**src/rtl/avr_cpu.sv**
```systemverilog
// avr_cpu: single-cycle AVR-subset core with 32x8 register file, ALU and SREG; fetch is external via p_addr/instr.
module avr_cpu #(
   parameter int PC_W = 16,
   parameter int DA_W = 16
) (
   input  logic            CLK,
   input  logic            RST,
   input  logic [15:0]     instr,
   output logic [PC_W-1:0] p_addr,
   output logic [DA_W-1:0] d_addr,
   output logic [7:0]      S_reg,
   output logic [7:0]      Rr_do,
   output logic [7:0]      Rd_do,
   output logic [7:0]      Rd_di
);
   logic [7:0]      regs_q [32];
   logic [7:0]      regs_d [32];
   logic [7:0]      sreg_q, sreg_d;
   logic [PC_W-1:0] pc_q, pc_d;
   logic [5:0]      op6;
   logic [3:0]      op4, sop;
   logic [4:0]      d, r;
   logic [7:0]      k, a, b, res;
   logic [8:0]      sum, diff;
   logic            two_op, imm_op, add_op, sub_op, cin_op, log_op, cmp_op, one_op, c_in;
   logic            wr, fl, h, v, c, z;
   always_comb begin
      op6    = instr[15:10];
      op4    = instr[15:12];
      sop    = instr[3:0];
      two_op = op6 inside {6'b000011, 6'b000111, 6'b000110, 6'b000010, 6'b001000,
                           6'b001001, 6'b001010, 6'b001011, 6'b000101, 6'b000001};
      imm_op = op4 inside {4'b1110, 4'b0101, 4'b0100, 4'b0111, 4'b0110, 4'b0011};
      add_op = op6 inside {6'b000011, 6'b000111};
      sub_op = op6 inside {6'b000110, 6'b000010, 6'b000101, 6'b000001} || op4 inside {4'b0101, 4'b0100, 4'b0011};
      cin_op = op6 inside {6'b000111, 6'b000010, 6'b000001} || op4 == 4'b0100;
      log_op = op6 inside {6'b001000, 6'b001001, 6'b001010} || op4 inside {4'b0111, 4'b0110};
      cmp_op = op6 inside {6'b000101, 6'b000001} || op4 == 4'b0011;
      one_op = instr[15:9] == 7'b1001010 && sop inside {4'h0, 4'h1, 4'h2, 4'h3, 4'h5, 4'h6, 4'h7, 4'hA};
      d      = imm_op ? {1'b1, instr[7:4]} : instr[8:4];
      r      = {instr[9], instr[3:0]};
      k      = {instr[11:8], instr[3:0]};
      a      = regs_q[d];
      Rr_do  = two_op ? regs_q[r] : 8'h00;
      b      = imm_op ? k : Rr_do;
      c_in   = cin_op & sreg_q[0];
      sum    = {1'b0, a} + {1'b0, b} + {8'h00, c_in};
      diff   = {1'b0, a} - {1'b0, b} - {8'h00, c_in};
      res    = 8'h00;
      h      = sreg_q[5];
      v      = sreg_q[3];
      c      = sreg_q[0];
      wr     = 1'b0;
      fl     = 1'b0;
      if (add_op) begin
         res = sum[7:0];
         h   = a[3] & b[3] | b[3] & ~res[3] | ~res[3] & a[3];
         v   = a[7] & b[7] & ~res[7] | ~a[7] & ~b[7] & res[7];
         c   = sum[8];
         wr  = 1'b1;
         fl  = 1'b1;
      end else if (sub_op) begin
         res = diff[7:0];
         h   = ~a[3] & b[3] | b[3] & res[3] | res[3] & ~a[3];
         v   = a[7] & ~b[7] & ~res[7] | ~a[7] & b[7] & res[7];
         c   = diff[8];
         wr  = ~cmp_op;
         fl  = 1'b1;
      end else if (log_op) begin
         res = (op6 == 6'b001000 || op4 == 4'b0111) ? a & b : (op6 == 6'b001001) ? a ^ b : a | b;
         v   = 1'b0;
         wr  = 1'b1;
         fl  = 1'b1;
      end else if (op6 == 6'b001011 || op4 == 4'b1110) begin
         res = b;
         wr  = 1'b1;
      end else if (one_op) begin
         wr = 1'b1;
         fl = sop != 4'h2;
         case (sop)
            4'h0: begin res = ~a; c = 1'b1; v = 1'b0; end
            4'h1: begin res = 8'h00 - a; h = a[3] | res[3]; c = res != 8'h00; v = res == 8'h80; end
            4'h2: res = {a[3:0], a[7:4]};
            4'h3: begin res = a + 8'h01; v = res == 8'h80; end
            4'h5: begin res = {a[7], a[7:1]}; c = a[0]; v = res[7] ^ c; end
            4'h6: begin res = {1'b0, a[7:1]}; c = a[0]; v = c; end
            4'h7: begin res = {sreg_q[0], a[7:1]}; c = a[0]; v = res[7] ^ c; end
            default: begin res = a - 8'h01; v = res == 8'h7F; end
         endcase
      end
      // carry-chained subtracts only keep Z set if every byte so far was zero
      z      = res == 8'h00 && (!(cin_op && sub_op) || sreg_q[1]);
      sreg_d = fl ? {sreg_q[7:6], h, res[7] ^ v, v, res[7], z, c} : sreg_q;
      Rd_do  = a;
      Rd_di  = wr ? res : 8'h00;
      regs_d = regs_q;
      if (wr) regs_d[d] = res;
      pc_d   = pc_q + PC_W'(1);
   end
   always_ff @(posedge CLK) begin
      if (!RST) begin
         regs_q <= '{default: 8'h00};
         sreg_q <= 8'h00;
         pc_q   <= '0;
      end else begin
         regs_q <= regs_d;
         sreg_q <= sreg_d;
         pc_q   <= pc_d;
      end
   end
   assign p_addr = pc_q;
   assign d_addr = DA_W'({regs_q[27], regs_q[26]});
   assign S_reg  = sreg_q;
endmodule

```
**config.mk**
```make
export PLATFORM = sky130hd
export DESIGN_NAME = avr_cpu
export DESIGN_NICKNAME = d
export VERILOG_FILES = /design/src/rtl/avr_cpu.sv
export SDC_FILE = /design/constraint.sdc
export NUM_CORES = 1
export LEC_CHECK = 0
export ABC_CLOCK_PERIOD_IN_PS = 11300
export BUFFER_PORTS_ARGS = -buffer_cell sky130_fd_sc_hd__buf_4
export CAP_MARGIN = 20
export CELL_PAD_IN_SITES_DETAIL_PLACEMENT = 1
export CELL_PAD_IN_SITES_GLOBAL_PLACEMENT = 2
export CORE_MARGIN = 1
export CORE_UTILIZATION = 43
export CTS_CLUSTER_DIAMETER = 150
export DETAILED_ROUTE_END_ITERATION = 8
export HOLD_SLACK_MARGIN = 0.05
export MAX_ROUTING_LAYER = met4
export PLACE_DENSITY_LB_ADDON = 0.2
export SLEW_MARGIN = 20
export SYNTH_ARGS = -nofsm -noshare
export SYNTH_HDL_FRONTEND = slang
export SYNTH_SLANG_ARGS = --single-unit
```
**constraint.sdc**
```tcl
create_clock -name CLK -period 11.3 [get_ports CLK]
set_input_delay 0.565 -clock CLK [delete_from_list [all_inputs] [get_ports CLK]]
set_output_delay 0.565 -clock CLK [all_outputs]
set_load 0.01 [all_outputs]
```
== Word-level counts from Yosys, hierarchy flattened ==
Cells that the tools add are included.

* Input port bits: 18
* Output and inout port bits: 64
* Logic and storage cells: 195
* Flip-flop bits (word level): 278

* Reductions and logical operators: 31
* $add $sub $neg: 8
* Order comparisons: 3
* Bitwise logic cells: 38
* Multiplexer cells: 49
* Equality and inequality tests: 30

{| class="wikitable"
|+ Operators by type and width
! kind !! count
|-
| $bwmux 256 || 1
|-
| $mux 8 || 15
|-
| $bmux 8 s5 || 2
|-
| $pmux 8 s7 || 1
|-
| $demux 8 s5 || 1
|-
| $eq 4x3->1 const B || 7
|-
| $mux 1 || 26
|-
| $eq 6x4->1 const B || 4
|-
| $eq 6x3->1 const B || 3
|-
| $add 16x1->16 const B || 1
|-
| $eq 8x8->1 const B || 2
|-
| $reduce_bool 8->1 || 2
|-
| $and 1x1->1 || 15
|-
| $reduce_bool 3->1 || 5
|-
| $eq 4x2->1 const B || 3
|-
| $eq 6x2->1 const B || 2
|-
| $ge 6x6->1 const B || 2
|-
| $not 5->6 || 2
|-
| $reduce_and 5->1 || 2
|-
| $reduce_bool 10->1 || 1
|-
| $add 8x8->9 || 1
|-
| $add 9x1->9 || 1
|-
| $sub 8x8->9 || 1
|-
| $sub 9x1->9 || 1
|-
| other kinds (31) || 58
|}

== Longest topological paths before layout ==
* Word-level depth: 16
* Gate-level depth with buffers: 24
* Gate-level depth less buffers: 20

== Worst setup path after synthesis ==
Ideal clock, no wire load.

* Path kind: in2out
* From: input instr[0]
* To: output Rd_di[7]
* Buffers on the path: 5
* Data arrival time: 5.292 ns
* Data required time: 10.735 ns
* Slack: 5.443 ns
* Stages on the path: 23
* Cell sequence: clkbuf_1 -> buf_4 -> buf_4 -> buf_2 -> mux4_2 -> mux4_2 -> mux2i_1 -> nor2_1 -> a21o_1 -> inv_1 -> ha_1 -> nor2b_1 -> o21ai_0 -> a21boi_0 -> o21ai_0 -> a21oi_1 -> o21a_1 -> or3_1 -> and2_1 -> nor2_1 -> nor3_4 -> buf_2 -> nor2_1

* Elaborated cells between the ends (all ways): 37
* Classes of those cells: add/sub (4); eq/ne (7); mux (19); bitwise (4); reduce/logical (3)

{| class="wikitable"
|+ RTL lines
! element !! RTL line !! text
|-
| start: declaration || 8 || <nowiki>input logic [15:0] instr,</nowiki>
|-
| $not 5->6 (not written as such) (*) || 44 || <nowiki>Rr_do = two_op ? regs_q[r] : 8'h00;</nowiki>
|-
| $bmux 8 s5 (*) || 44 ||
|-
| $mux 8 (not written as such) (*) (2 in a row) || 44 ||
|-
| $mux 8 (*) || 44 ||
|-
| via Rr_do[1] || 12 || <nowiki>output logic [7:0] Rr_do,</nowiki>
|-
| $mux 8 (*) || 45 || <nowiki>b = imm_op ? k : Rr_do;</nowiki>
|-
| $sub 8x8->9 || 48 || <nowiki>diff = {1'b0, a} - {1'b0, b} - {8'h00, c_in};</nowiki>
|-
| $sub 9x1->9 || 48 ||
|-
| $mux 8 || 62 || <nowiki>end else if (sub_op) begin</nowiki>
|-
| $mux 8 (*) || 55 || <nowiki>if (add_op) begin</nowiki>
|-
| $mux 8 (*) || 95 || <nowiki>Rd_di = wr ? res : 8'h00;</nowiki>
|-
| end: declaration || 14 || <nowiki>output logic [7:0] Rd_di</nowiki>
|}

Mark *: on every way through the listed nets, which the timed path passes. The rest lies on a longest branch. The select of a mux whose other input is x is not followed.

== Worst setup path in the final report ==
* From: input instr[0]
* To: output Rd_di[7]

* Longest elaborated chain between the ends: 13
* Elaborated cells between the ends (all ways): 37
* Classes of those cells: add/sub (4); eq/ne (7); mux (19); bitwise (4); reduce/logical (3)

{| class="wikitable"
|+ Ends and longest elaborated chain
! element !! RTL line
|-
| branches (longest 12 deep; another with $sub 8x8->9) || n/a
|-
| $mux 8 (*) || 95
|}

Every way passes the cells marked *. The select of a mux whose other input is x is not followed.

==> flow_summary.json <==
{
  "status": "complete, no violations",
  "drive_gt1_share_pct": 20.6,
  "regToRegStartpoint": "d_addr[0]$_SDFFE_PN0P_",
  "rsz0062_at_grt": "no",
  "r2r.worst_path.cells": 17,
  "cp-start-kind": "input pin",
  "cts_tree": "yes",
  "synth_compound_area_share_pct": 15.4,
  "power_mw": 2.50,
  "worst_path_largest_cell_delay_ps": 680,
  "min_path_cells": 3,
  "grt_remaining_overflow": 0,
  "synth_top_family_by_area": "multiplexers",
  "synth_largest_area_cell": "dfxtp_1",
  "cts_resized": 0,
  "vias_per_cell": 6.25,
  "cts_hold_buf": 0,
  "cp_data_arrival_time_ps": 6540,
  "max_slew_margin_pct": 27.4,
  "dieArea_um2": 41000,
  "vias": 14600,
  "hold_class": "in2reg",
  "cts_buffers": 35,
  "place_congestion": 0.944,
  "cpMostUsedCell": "buf_4",
  "cts-root-buf": "clkbuf_16",
  "post-cts-setup-buffer-count": 0,
  "synth_top_area_share_pct": 32.2,
  "initial_core_util_pct": 43.6,
  "layout_commonest_cell": "nor2_1",
  "die_h_um": 202,
  "rows": 73,
  "syn_area_um2": 17300,
  "fmax_mhz": 141,
  "tightest_slew_ps": 1090,
  "clk_latency_ps": 540,
  "hold_viol_final": 0,
  "core-area_um2": 39600,
  "post-route-period-util_pct": 62.9,
  "avgSynthCellArea_um2": 9.53,
  "firstDrtPassIters": 5,
  "place_hpwl_mm": 42.5,
  "drcViolationCount": 0,
  "clk_pin_slew_ps": 50,
  "syn_to_final_growth_pct": 10.3,
  "reg2reg_setup_slack_ps": 5730,
  "antenna_cells": 0,
  "timing.hold.ws_ps": 374,
  "post-route-min-period_ps": 7110,
  "dieWidth_um": 202,
  "io_buffers": 79,
  "synthAdderAreaFrac_pct": 3.04,
  "grt_antenna_before_repair": 0,
  "first_iter_violations": 1128,
  "synth-main-ff-cell": "dfxtp_1",
  "grt_pass1_wl_mm": 94.4,
  "ant_nets": 0,
  "r2r_end": "S_reg[1]$_SDFFE_PN0P_",
  "ys_types": 87,
  "holdCritStartpoint": "RST",
  "ys_ff_latch": 278,
  "synth_area_leaders": "dfxtp_1, mux4_2, nor2_1, a211oi_1, mux2i_1",
  "synth_mux_area_share_pct": 26.4,
  "layout_common_cells": "nor2_1, dfxtp_1, a211oi_1",
  "cts.sinks": 278,
  "setup_violations": 0,
  "power_density_nw_per_um2": 131,
  "tns_ps": 0,
  "synthArstFlopShare_pct": 0,
  "largest_reg_flops": 240,
  "required_ps": 10740,
  "critPathMaxFanout": 53,
  "p_leak_nw": 6.57,
  "grt_use_total_pct": 31.4,
  "slew_viol_final": 0,
  "io_pins": 82,
  "clk_path_buf_depth": 3,
  "drv_cap": 0,
  "synthCells": 1813,
  "synth-xor-area-share_pct": 1.57,
  "endpoint_kind": "primary output",
  "regMostFlops": "regs_q",
  "wl_per_cell_um": 26.6,
  "ys_seq_area_share_pct": 32.2,
  "slowest_stage": "buf_4",
  "grt_max_degree": 124,
  "nets": 1838,
  "vdd_drop_max_mv": 0.0939,
  "fin_worst_skew_ps": 10.4,
  "wl_mm": 61.9,
  "synth-simple-area-share_pct": 14.3,
  "holdPathEnd": "S_reg[3]$_SDFFE_PN0P_",
  "synth_edf_count": 0,
  "ys_warn_count": 0,
  "critPathKind": "in2out",
  "grt_pass1_vias": 14600,
  "worstPathCellList": "buf_4 > buf_4 > mux4_2 > mux4_2 > mux2i_1 > nor2_1 > a21o_1 > inv_1 > ha_1 > nor2b_1 > o21ai_0 > a21boi_0 > o21ai_0 > a21oi_1 > o21a_1 > or3_1 > and2_1 > nor2_1 > nor3_4 > buf_4 > nor2_1 > buf_4",
  "htreeDepth": 2
}
[metrics by stage]
stage	utilization (%)	setup slack, ps	instances	instance area [um^2]
6_report	48.1	4190	2328	19100
5_1_grt	48.1	3730	2328	19100
4_1_cts	48.1	4200	2328	19100
3_5_place_dp	45.4	4230	2269	18000
3_3_place_gp	45.4	4240	2269	18000
2_1_floorplan	-	5440	1814	17300
[per-layer routing]
metal | GRT usage [%] | up-vias | routed length [um]
li1 | - | 6562 | -
met2 | 50.1 | 404 | 29700
met1 | 40.8 | 7473 | 26900
met3 | 4.49 | 112 | 3260
met5 | - | - | 0
met4 | 10.6 | 0 | 2080
[critical path, delay by kind of cell]
family / cells / cell delay, ps
AO/OA/AOI/OAI: 6 / 1180
adder cells (fa/ha/maj): 1 / 280
buffers and inverters: 5 / 1900
multiplexers: 3 / 1370
AND/OR/NAND/NOR: 7 / 1170
[worst max path at each step]
stage               depth (start not counted)     start  endpoint  slack [ps]
floorplan                                  23  instr[0]  Rd_di[7]        5440
global placement                           22  instr[0]  Rd_di[7]        4240
detailed placement                         22  instr[0]  Rd_di[7]        4230
CTS                                        22  instr[0]  Rd_di[7]        4200
global route                               22  instr[0]  Rd_di[7]        3730
finish                                     22  instr[0]  Rd_di[7]        4190
[cells by family after synthesis]
group,after synthesis
fa+ha+maj,39
compound gates,368
flops,278
mux,270
other cells,1
xor+xnor,31
simple gates,560
buf+inv,266
[cell usage after synthesis, drive strengths merged (6+ instances only)]
cell    instances
a221oi          8
o22ai           6
o21ai          44
dfxtp         278
nor3b           6
nor3           27
mux4          142
nor2          359
o221ai          6
a21oi          46
nor2b          11
a21o           12
o21a            7
a22oi           6
clkbuf        115
nand3          44
ha             34
inv            71
mux2           37
buf            79
mux2i          91
a211oi        179
o211ai         10
nand2          49
or3            12
nand4           7
and3            6
and2           13
xor2           16
xnor2          15
nor4            9
o31ai           7
[final cells by class]
type                            instances  area, um^2
Tap cell                              525         657
Multi-Input combinational cell       1270       10600
Fill cell                            4432       20600
Clock inverter                          5        40.0
Timing Repair Buffer                  124         931
Inverter                               72         278
Sequential cell                       278        5570
Clock buffer                           54        1030
[where the power goes]
part           switching, mW  internal [mW]
sequential            0.0120          0.993
combinational          0.287          0.141
clock                  0.441          0.625
(Power assumes the default switching activity.)
